==> src/rtl/sum_2n_multi.sv <==
// sum_2n_multi: multi-channel block accumulator/decimator.
// Sums 2**n valid samples per signed channel. At each block end it publishes
// the full-precision sum and the mean (floor shift, or round-half-up with
// saturation when ROUND=1).
//   clk, rst   : clock, synchronous active-high reset
//   in         : CH packed signed R-bit samples, channel k = in[k*R +: R]
//   in_valid   : sample strobe
//   n_sel      : requested log2 block length (clamped to NMAX)
//   clr        : abort the running block; published outputs are held
//   out        : CH packed signed (R+NMAX)-bit block sums
//   mean       : CH packed signed R-bit block means
//   tick       : one-cycle pulse when out/mean update
//   n_act      : block length behind the published out/mean

// Per-channel datapath: running sum plus the mean and sum output registers.
module sum_2n_lane #(
  parameter int R     = 14,
  parameter int NMAX  = 10,
  parameter int NW    = 4,
  parameter int ROUND = 0
) (
  input  logic                 clk,
  input  logic                 rst,
  input  logic [R-1:0]         din,
  input  logic                 acc_en,
  input  logic                 clr,
  input  logic                 blk_end,
  input  logic [NW-1:0]        n_eff,
  output logic [R+NMAX-1:0]    out,
  output logic [R-1:0]         mean
);
  localparam int SW = R + NMAX;
  // Representable mean range, held one bit wider than the sum so the rounding
  // add can never wrap.
  localparam logic signed [SW:0] MAXV = {{(SW-R+2){1'b0}}, {(R-1){1'b1}}};
  localparam logic signed [SW:0] MINV = {{(SW-R+2){1'b1}}, {(R-1){1'b0}}};

  logic signed [SW-1:0] sum, sum_nxt;
  logic signed [SW:0]   wide, rnd, shifted;
  logic [R-1:0]         mean_nxt;

  always_comb begin
    sum_nxt = sum + {{NMAX{din[R-1]}}, din};
    wide    = {sum_nxt[SW-1], sum_nxt};
    rnd     = '0;
    if (ROUND != 0 && n_eff != '0)
      rnd = (SW+1)'(1) << (n_eff - NW'(1));
    shifted  = (wide + rnd) >>> n_eff;
    mean_nxt = shifted[R-1:0];
    if (ROUND != 0) begin
      if (shifted > MAXV)      mean_nxt = MAXV[R-1:0];
      else if (shifted < MINV) mean_nxt = MINV[R-1:0];
    end
  end

  always_ff @(posedge clk) begin
    if (rst) begin
      sum  <= '0;
      out  <= '0;
      mean <= '0;
    end else if (clr) begin
      sum <= '0;
    end else if (acc_en) begin
      if (blk_end) begin
        // Final sample is folded in directly; the next block starts from 0.
        sum  <= '0;
        out  <= sum_nxt;
        mean <= mean_nxt;
      end else begin
        sum <= sum_nxt;
      end
    end
  end
endmodule

module sum_2n_multi #(
  parameter int R     = 14,
  parameter int CH    = 2,
  parameter int NMAX  = 10,
  parameter int NW    = 4,
  parameter int ROUND = 0
) (
  input  logic                   clk,
  input  logic                   rst,
  input  logic [CH*R-1:0]        in,
  input  logic                   in_valid,
  input  logic [NW-1:0]          n_sel,
  input  logic                   clr,
  output logic [CH*(R+NMAX)-1:0] out,
  output logic [CH*R-1:0]        mean,
  output logic                   tick,
  output logic [NW-1:0]          n_act
);
  localparam int SW = R + NMAX;
  localparam int CW = NMAX + 1;

  typedef enum logic {IDLE, ACC} state_t;

  state_t        state, state_nxt;
  logic [CW-1:0] cnt, cnt_nxt, cnt_inc, blk_len;
  logic [NW-1:0] n_cur, n_cur_nxt, n_clamp, n_eff;
  logic          blk_end;

  // In IDLE the incoming sample opens a block, so n_sel applies immediately;
  // this is what lets n=0 end a block on its own first sample.
  always_comb begin
    n_clamp = (n_sel > NW'(NMAX)) ? NW'(NMAX) : n_sel;
    n_eff   = (state == IDLE) ? n_clamp : n_cur;
    cnt_inc = cnt + CW'(1);
    blk_len = CW'(1) << n_eff;
    blk_end = in_valid && !clr && (cnt_inc == blk_len);
  end

  always_comb begin
    state_nxt = state;
    cnt_nxt   = cnt;
    n_cur_nxt = n_cur;
    if (clr) begin
      state_nxt = IDLE;
      cnt_nxt   = '0;
    end else if (in_valid) begin
      n_cur_nxt = n_eff;
      if (blk_end) begin
        state_nxt = IDLE;
        cnt_nxt   = '0;
      end else begin
        state_nxt = ACC;
        cnt_nxt   = cnt_inc;
      end
    end
  end

  always_ff @(posedge clk) begin
    if (rst) begin
      state <= IDLE;
      cnt   <= '0;
      n_cur <= n_clamp;
      tick  <= 1'b0;
      n_act <= '0;
    end else begin
      state <= state_nxt;
      cnt   <= cnt_nxt;
      n_cur <= n_cur_nxt;
      tick  <= blk_end;
      if (blk_end) n_act <= n_eff;
    end
  end

  for (genvar k = 0; k < CH; k++) begin : g_lane
    sum_2n_lane #(.R(R), .NMAX(NMAX), .NW(NW), .ROUND(ROUND)) u_lane (
      .clk     (clk),
      .rst     (rst),
      .din     (in[k*R +: R]),
      .acc_en  (in_valid),
      .clr     (clr),
      .blk_end (blk_end),
      .n_eff   (n_eff),
      .out     (out[k*SW +: SW]),
      .mean    (mean[k*R +: R])
    );
  end
endmodule
==> config.mk <==
export PLATFORM = sky130hd
export DESIGN_NAME = sum_2n_multi
export DESIGN_NICKNAME = d
export VERILOG_FILES = /design/src/rtl/sum_2n_multi.sv
export SDC_FILE = /design/constraint.sdc
export NUM_CORES = 1
export LEC_CHECK = 0
export ABC_AREA = 1
export ABC_CLOCK_PERIOD_IN_PS = 4400
export BUFFER_PORTS_ARGS = -buffer_cell sky130_fd_sc_hd__clkbuf_2
export CORE_MARGIN = 4
export CORE_UTILIZATION = 30
export CTS_BUF_LIST = sky130_fd_sc_hd__clkbuf_4 sky130_fd_sc_hd__clkbuf_8 sky130_fd_sc_hd__clkbuf_16
export CTS_CLUSTER_DIAMETER = 100
export DETAILED_ROUTE_END_ITERATION = 6
export PLACE_DENSITY = 0.43
export SLEW_MARGIN = 20
export SYNTH_ARGS = -nofsm -noshare
export SYNTH_HDL_FRONTEND = slang
export SYNTH_SLANG_ARGS = --single-unit
export TNS_END_PERCENT = 50
==> constraint.sdc <==
create_clock -name clk -period 4.4 [get_ports clk]
set_input_delay 0.22 -clock clk [delete_from_list [all_inputs] [get_ports clk]]
set_output_delay 0.22 -clock clk [all_outputs]
set_load 0.02 [all_outputs]
==> results of run 1 <==
[worst reg2reg max path, cell delays in order (launching register included)]
cell and delay, ns:
dfxtp_1 0.40, nor2_2 0.21, nand2_1 0.11, nand2_4 0.30
inv_2 0.11, nor2_4 0.44, nand3_1 0.17, nand2_1 0.10
nand2_1 0.05, nor2_1 0.11, nand2_1 0.10, nor2_4 0.16
nand2_4 0.13, inv_2 0.50, buf_4 0.34, o21ai_0 0.11
a21oi_1 0.14
[state kept, by name (all words and copies together), names as in the netlist]
signal and flops:
cnt 11, g_lane.u_lane.mean 28, g_lane.u_lane.out 48, g_lane.u_lane.sum 48, n_act 4, n_cur 4, state 1, tick 1
[path summary, 6_finish.rpt]
| kind | from | endpoint | depth (start not counted) |
|---|---|---|---|
| max | state$_SDFFE_PP0P_ | g_lane[1].u_lane.out[8]$_SDFFE_PP0P_ | 16 |
| min | clr | cnt[0]$_SDFFE_PP0P_ | 4 |
| max reg2reg | state$_SDFFE_PP0P_ | g_lane[1].u_lane.out[8]$_SDFFE_PP0P_ | 16 |
| min reg2reg | cnt[9]$_SDFFE_PP0P_ | cnt[9]$_SDFFE_PP0P_ | 2 |
[through the flow]
step	instance area, µm²	util, %	setup WS [ns]
2_1_floorplan	10800	-	2.16
3_3_place_gp	11800	33.2	0.935
3_5_place_dp	11800	33.2	0.886
4_1_cts	12400	34.9	0.860
5_1_grt	12400	34.9	0.495
6_report	12400	34.9	0.867
[power by group through the flow]
| stage | sequential, mW | combinational [mW] | clock [mW] |
|---|---|---|---|
| 2_1_floorplan | 1.44 | 0.686 | 0 |
| 3_3_place_gp | 1.43 | 1.04 | 0 |
| 3_5_place_dp | 1.43 | 1.03 | 0 |
| 4_1_cts | 1.40 | 1.04 | 1.60 |
| 5_1_grt | 1.40 | 1.16 | 1.66 |
| 6_report | 1.40 | 1.03 | 1.55 |
[routing by layer]
metal	global-route usage [%]	routed length (µm)
met5	0	0
met4	8.01	1360
met3	2.93	1280
met2	36.0	19500
met1	27.9	19400
[synth_stat cells, types with 5 or more instances]
cell type,n
nand2_1,656
nand3_1,250
inv_1,171
nor2_1,151
dfxtp_1,141
a21oi_1,140
o21ai_0,83
ha_1,47
clkbuf_1,41
nand4_1,23
o21ai_1,15
xor2_1,12
buf_1,11
nand3b_1,10
xnor2_1,9
inv_2,7
buf_2,6
buf_4,6
buf_6,6
nor2_4,5
nor3_1,5
[cell type report]
class                   count  area share (%)
well taps                 461            4.65
repair buffers            134            6.07
clock buffers              21            3.91
inverters                 181            5.48
flip-flops and latches    145            23.7
multi-input cells        1439            55.1
clock inverters            11            1.04
[logic make-up (layout without fill, tap and decap cells)]
family | Yosys count | count (layout) | synth area share [%]
xor gates and xnor gates | 21 | 21 | 1.71
adders and majority gates | 49 | 49 | 5.83
AOI/OAI and AO/OA | 252 | 252 | 12.0
buffers and inverters | 253 | 347 | 9.53
and+or+nand+nor | 1117 | 1117 | 43.6
DFF | 145 | 145 | 27.3
==> impl_metrics.tcl, run 1 <==
set metrics [dict create \
    power_frac_comb_pct 25.9 \
    final_cells 2392 \
    grt_pass1_wl_um 65200 \
    antenna_found_initial 0 \
    cts_hold_buf 0 \
    htree_num_levels 4 \
    grt_overflow 0 \
    cts_buffer_depth 2 \
    yosys.area.top_type "dfxtp_1" \
    fmax_ghz 0.283 \
    final_cell_mix "655 x nand2_1, 250 x nand3_1, 170 x inv_1" \
    synth_top_cell_area_share_pct 26.2 \
    rsz0062_at_grt "no" \
    hold_ws_ns 0.0912 \
    vias_per_cell 4.93 \
    fill_cells 4052 \
    start_util_pct 30.4 \
    vias 11794 \
    areaGrowthSynthToFinish_pct 15.0 \
    path_max_fanout 29 \
    crit_chain "nor2_2 > nand2_1 > nand2_4 > inv_2 > nor2_4 > nand3_1 > nand2_1 > nand2_1 > nor2_1 > nand2_1 > nor2_4 > nand2_4 > inv_2 > buf_4 > o21ai_0 > a21oi_1" \
    crit_top_cell "nand2_1" \
    synth_top_flop_cell "dfxtp_1" \
    seq_area_frac_synth_pct 27.3 \
    ys_seq_elements 145 \
    core_area_um2 35500 \
    endpoint_kind "register" \
    power.internal_mw 2.57 \
    setup-tns-final_ns 0 \
    avgSynthCellArea_um2 5.87 \
    yosysWarnings 0 \
    outcome "complete, no violations" \
    power_frac_clock_pct 39.0 \
    port_buffers 116 \
    tightest_slew_ns 1.02 \
    switching_share_pct 35.3 \
    detail-route-antenna-nets 0 \
    final_layout_size_suffix_gt1_share_pct 10.0 \
    crit_slowest_cell "inv_2" \
    max_cap_violations 0 \
    diodes 0 \
    root_buffer "clkbuf_16" \
    slowest_delay_ns 0.49 \
    worstSetupPathType "register to register" \
    reg2reg_setup_slack_ns 0.87 \
    mostFrequentLayoutCell "nand2_1" \
    ir_drop_v 0.000274 \
    worstSetupStartpointType "register" \
    synthArstFlopShare_pct 0 \
    multi_input_area_um2 6830 \
    fp.dieH_um 198 \
    cp_top_family "simple AND/OR/NAND/NOR gates" \
    grt_util_all_layers_pct 21.4 \
    clk-insertion-delay-late_ns 0.45 \
    dp_cells 2360 \
    clkSinkCount 145 \
    yosysUniqueCellTypes 38 \
    crit_buf_inv 3 \
    regArea_um2 2940 \
    synthesis.nets 1922 \
    synthesis.area_um2 10800 \
    cellPowerDensity_nw_per_um2 321 \
    cts_resized 0 \
    cts_setup_buffers 0 \
    seqPwrFrac_pct 35.1 \
    die_w_um 198 \
    hpwlAfterDp_um 32000 \
    hold_class "input port to register" \
    firstDrtPassIters 6 \
    cts_buffers 17 \
    synthCells 1837 \
    crit_required_ns 4.78 \
    wire_per_inst_um 17.3 \
    ioPinCount 117 \
    hold_viol 0 \
    leakage_nw 6.30 \
    globalplace.congestion 0.894 \
    p_switching_mw 1.40 \
    fin_nets 2003 \
    cts_tree "done" \
    post-route-period-util_pct 80.3 \
    routed_wl_um 41500 \
    first_iter_violations 736 \
    rows 69 \
    min_period_ns 3.53 \
    grt_max_degree 61 \
    route.detailed.drc 0 \
    finalSetupViolCount 0 \
    arrival_ns 3.91 \
    clock_skew_ns 0.0124 \
    report.power.total_mw 3.98 \
    die_area_um2 39000 \
    slew_violations 0 \
    grt_pass1_vias 11469 \
    max-slew-margin-rel_pct 31.7 \
    clk_pin_slew_worst_paths_ns 0.07 \
    synth_area_leaders "dfxtp_1 26%, nand2_1 23%, nand3_1 12%" \
    synth_edf_count 4 \
]
(Power assumes the default switching activity.)
==> run 2: changes to the inputs <==
--- a/config.mk
+++ b/config.mk
@@ -6,14 +6,14 @@
 export NUM_CORES = 1
 export LEC_CHECK = 0
 export ABC_AREA = 1
-export ABC_CLOCK_PERIOD_IN_PS = 4400
+export ABC_CLOCK_PERIOD_IN_PS = 2940
 export BUFFER_PORTS_ARGS = -buffer_cell sky130_fd_sc_hd__clkbuf_2
 export CORE_MARGIN = 4
 export CORE_UTILIZATION = 30
 export CTS_BUF_LIST = sky130_fd_sc_hd__clkbuf_4 sky130_fd_sc_hd__clkbuf_8 sky130_fd_sc_hd__clkbuf_16
 export CTS_CLUSTER_DIAMETER = 100
 export DETAILED_ROUTE_END_ITERATION = 6
-export PLACE_DENSITY = 0.43
+export PLACE_DENSITY = 0.45
 export SLEW_MARGIN = 20
 export SYNTH_ARGS = -nofsm -noshare
 export SYNTH_HDL_FRONTEND = slang
==> constraint.sdc (replaced) <==
create_clock -name clk -period 2.94 [get_ports clk]
set_input_delay 0.147 -clock clk [delete_from_list [all_inputs] [get_ports clk]]
set_output_delay 0.147 -clock clk [all_outputs]
set_load 0.02 [all_outputs]
==> run 2 against run 1 <==
Core utilization up 0.76 points. Power grew 48%. Sequential share of layout area is 0.48 points lower. Final area grew 2.2%. Combinational power grew 55%. First-iteration DRC count decreased by 9.8%. Register-to-register slack got worse by 0.57 ns. Worst setup slack worse by 0.57 ns. Critical endpoint is now g_lane[1].u_lane.mean[13]$_SDFFE_PP0P_. Largest cell class unchanged. Largest power group unchanged.
==> impl_metrics.tcl, run 2 (synthesis gave the netlist of run 1 again) <==
set metrics [dict create \
    hold_viol 0 \
    globalplace.congestion 0.908 \
    rr_endpoint "g_lane[1].u_lane.mean[13]$_SDFFE_PP0P_" \
    whs_path_depth 4 \
    port_buffers 116 \
    power_frac_clock_pct 37.4 \
    slowest_delay_ns 0.43 \
    cp_top_family "simple AND/OR/NAND/NOR gates" \
    vias 11938 \
    ir_drop_v 0.000441 \
    grt_overflow 0 \
    core_area_um2 35500 \
    power.internal_mw 3.74 \
    r2r_start "g_lane[1].u_lane.sum[0]$_SDFFE_PP0P_" \
    slew_violations 0 \
    firstDrtPassIters 5 \
    final_util_pct 35.7 \
    post-route-period-util_pct 89.9 \
    wire_per_inst_um 17.4 \
    min_period_ns 2.64 \
    clkSinkCount 145 \
    switching_share_pct 36.5 \
    startpoint "g_lane[1].u_lane.sum[0]$_SDFFE_PP0P_" \
    die_w_um 198 \
    reg2reg_depth 18 \
    hpwlAfterDp_um 32500 \
    crit_buf_inv 0 \
    arrival_ns 2.97 \
    outcome "complete, no violations" \
    pre_cts_slack_ns 0.144 \
    htree_num_levels 4 \
    fp.dieH_um 198 \
    finalSetupViolCount 0 \
    cts_buffers 17 \
    vias_per_cell 4.93 \
    fill_cells 3996 \
    crit_top_cell "nand2_1" \
    worstSetupPathType "register to register" \
    route.detailed.drc 0 \
    max-slew-margin-rel_pct 38.4 \
    start_util_pct 30.4 \
    crit_required_ns 3.27 \
    mostFrequentLayoutCell "nand2_1" \
    hold_class "input port to register" \
    diodes 0 \
    cts_buffer_depth 2 \
    crit_slowest_cell "fa_1" \
    routed_wl_um 42100 \
    areaGrowthSynthToFinish_pct 17.5 \
    die_area_um2 39000 \
    grt_max_degree 61 \
    crit_chain "ha_1 > fa_1 > nand3_1 > nand3_2 > nand2_1 > nand2_1 > nand3_1 > nand2_1 > nand2_1 > nand2_1 > nand2_1 > nand2_1 > nand2_1 > nand3_1 > nand2_1 > nor2_1 > nor2_1 > nor2_1" \
    crit_path_end "g_lane[1].u_lane.mean[13]$_SDFFE_PP0P_" \
    setup-tns-final_ns 0 \
    first_iter_violations 664 \
    power_frac_comb_pct 27.2 \
    max_cap_violations 0 \
    clk-insertion-delay-late_ns 0.46 \
    setup_slack_ns 0.296 \
    grt_pass1_vias 11526 \
    endpoint_kind "register" \
    final_layout_size_suffix_gt1_share_pct 11.8 \
    p_switching_mw 2.15 \
    detail-route-antenna-nets 0 \
    crit_cells 18 \
    report.power.total_mw 5.90 \
    tightest_slew_ns 0.923 \
    grt_util_all_layers_pct 21.2 \
    antenna_found_initial 0 \
    clk_pin_slew_worst_paths_ns 0.07 \
    reg2reg_setup_slack_ns 0.30 \
    seqPwrFrac_pct 35.4 \
    leakage_nw 6.47 \
    worstSetupStartpointType "register" \
    fmax_ghz 0.378 \
    root_buffer "clkbuf_16" \
    final_cell_mix "655 x nand2_1, 248 x nand3_1, 170 x inv_1" \
    grt_pass1_wl_um 65200 \
    ioPinCount 117 \
    path_max_fanout 4 \
    reg_top3 "g_lane.u_lane.out: 48 flops, g_lane.u_lane.sum: 48 flops, g_lane.u_lane.mean: 28 flops" \
    cellPowerDensity_nw_per_um2 465 \
    fin_nets 2034 \
    rsz0062_at_grt "no" \
    rows 69 \
    cts_tree "done" \
    clock_skew_ns 0.0103 \
]
run 2: changes by cell type in the layout (fill, tap and decap cells not counted), sizes merged:
cell	previous run	this run
buf	18	48
inv	180	185
clkinv	8	5
bufinv	2	1
clkinvlp	2	3
clkbuf	137	135
run 2: repair_timing:
item	CTS	global route
resized for setup	0	11
hold buffers	0	0
setup endpoints to repair	0	116
setup buffers	0	2
run 2: through the flow:
step | std cells | area [µm²] | hold slack (ns)
2_1_floorplan | 1837 | 10800 | 0.325
3_3_place_gp | 2388 | 12000 | 0.457
3_5_place_dp | 2388 | 12000 | 0.461
4_1_cts | 2419 | 12600 | 0.00536
5_1_grt | 2422 | 12700 | 0.0224
6_report | 2422 | 12700 | 0.00122
run 2: how the worst min path moves through the flow:
stage / start / to / slack, ns
after floorplan: in_valid / cnt[0]$_SDFFE_PP0P_ / 0.33
after global placement: g_lane[0].u_lane.sum[0]$_SDFFE_PP0P_ / g_lane[0].u_lane.sum[0]$_SDFFE_PP0P_ / 0.46
after detailed placement: g_lane[1].u_lane.sum[0]$_SDFFE_PP0P_ / g_lane[1].u_lane.sum[0]$_SDFFE_PP0P_ / 0.46
after CTS: clr / cnt[0]$_SDFFE_PP0P_ / 0.005
after global routing: clr / cnt[0]$_SDFFE_PP0P_ / 0.02
final: clr / cnt[0]$_SDFFE_PP0P_ / 0.001
run 2: routing by layer:
metal	vias to the layer above	global-route usage [%]	share of wire [%]
met3	45	3.10	3.2
met5	-	0	0
li1	6182	-	-
met2	218	36.4	48
met1	5493	28.1	47
met4	0	5.74	1.9
run 2: area by class of cell:
type	count	area, µm²	area share, %
Tap cell	461	577	4.55
Timing Repair Buffer	165	1040	8.22
Sequential cell	145	2950	23.2
Multi-Input combinational cell	1439	6860	54.1
Inverter	181	682	5.38
Clock inverter	13	128	1.01
Clock buffer	18	439	3.47
run 2: tightest hold or removal path, cell delays in order:
cell and delay, ns:
clkbuf_2 0.10, nor2_1 0.06, o21ai_0 0.07, a21oi_1 0.04
run 2: power groups by stage:
stage / logic (mW) / clock network, mW / registers (mW)
floorplan: 1.03 / 0 / 2.16
detailed placement: 1.59 / 0 / 2.13
finish: 1.60 / 2.20 / 2.09
global placement: 1.60 / 0 / 2.13
global route: 1.80 / 2.33 / 2.10
CTS: 1.60 / 2.26 / 2.09
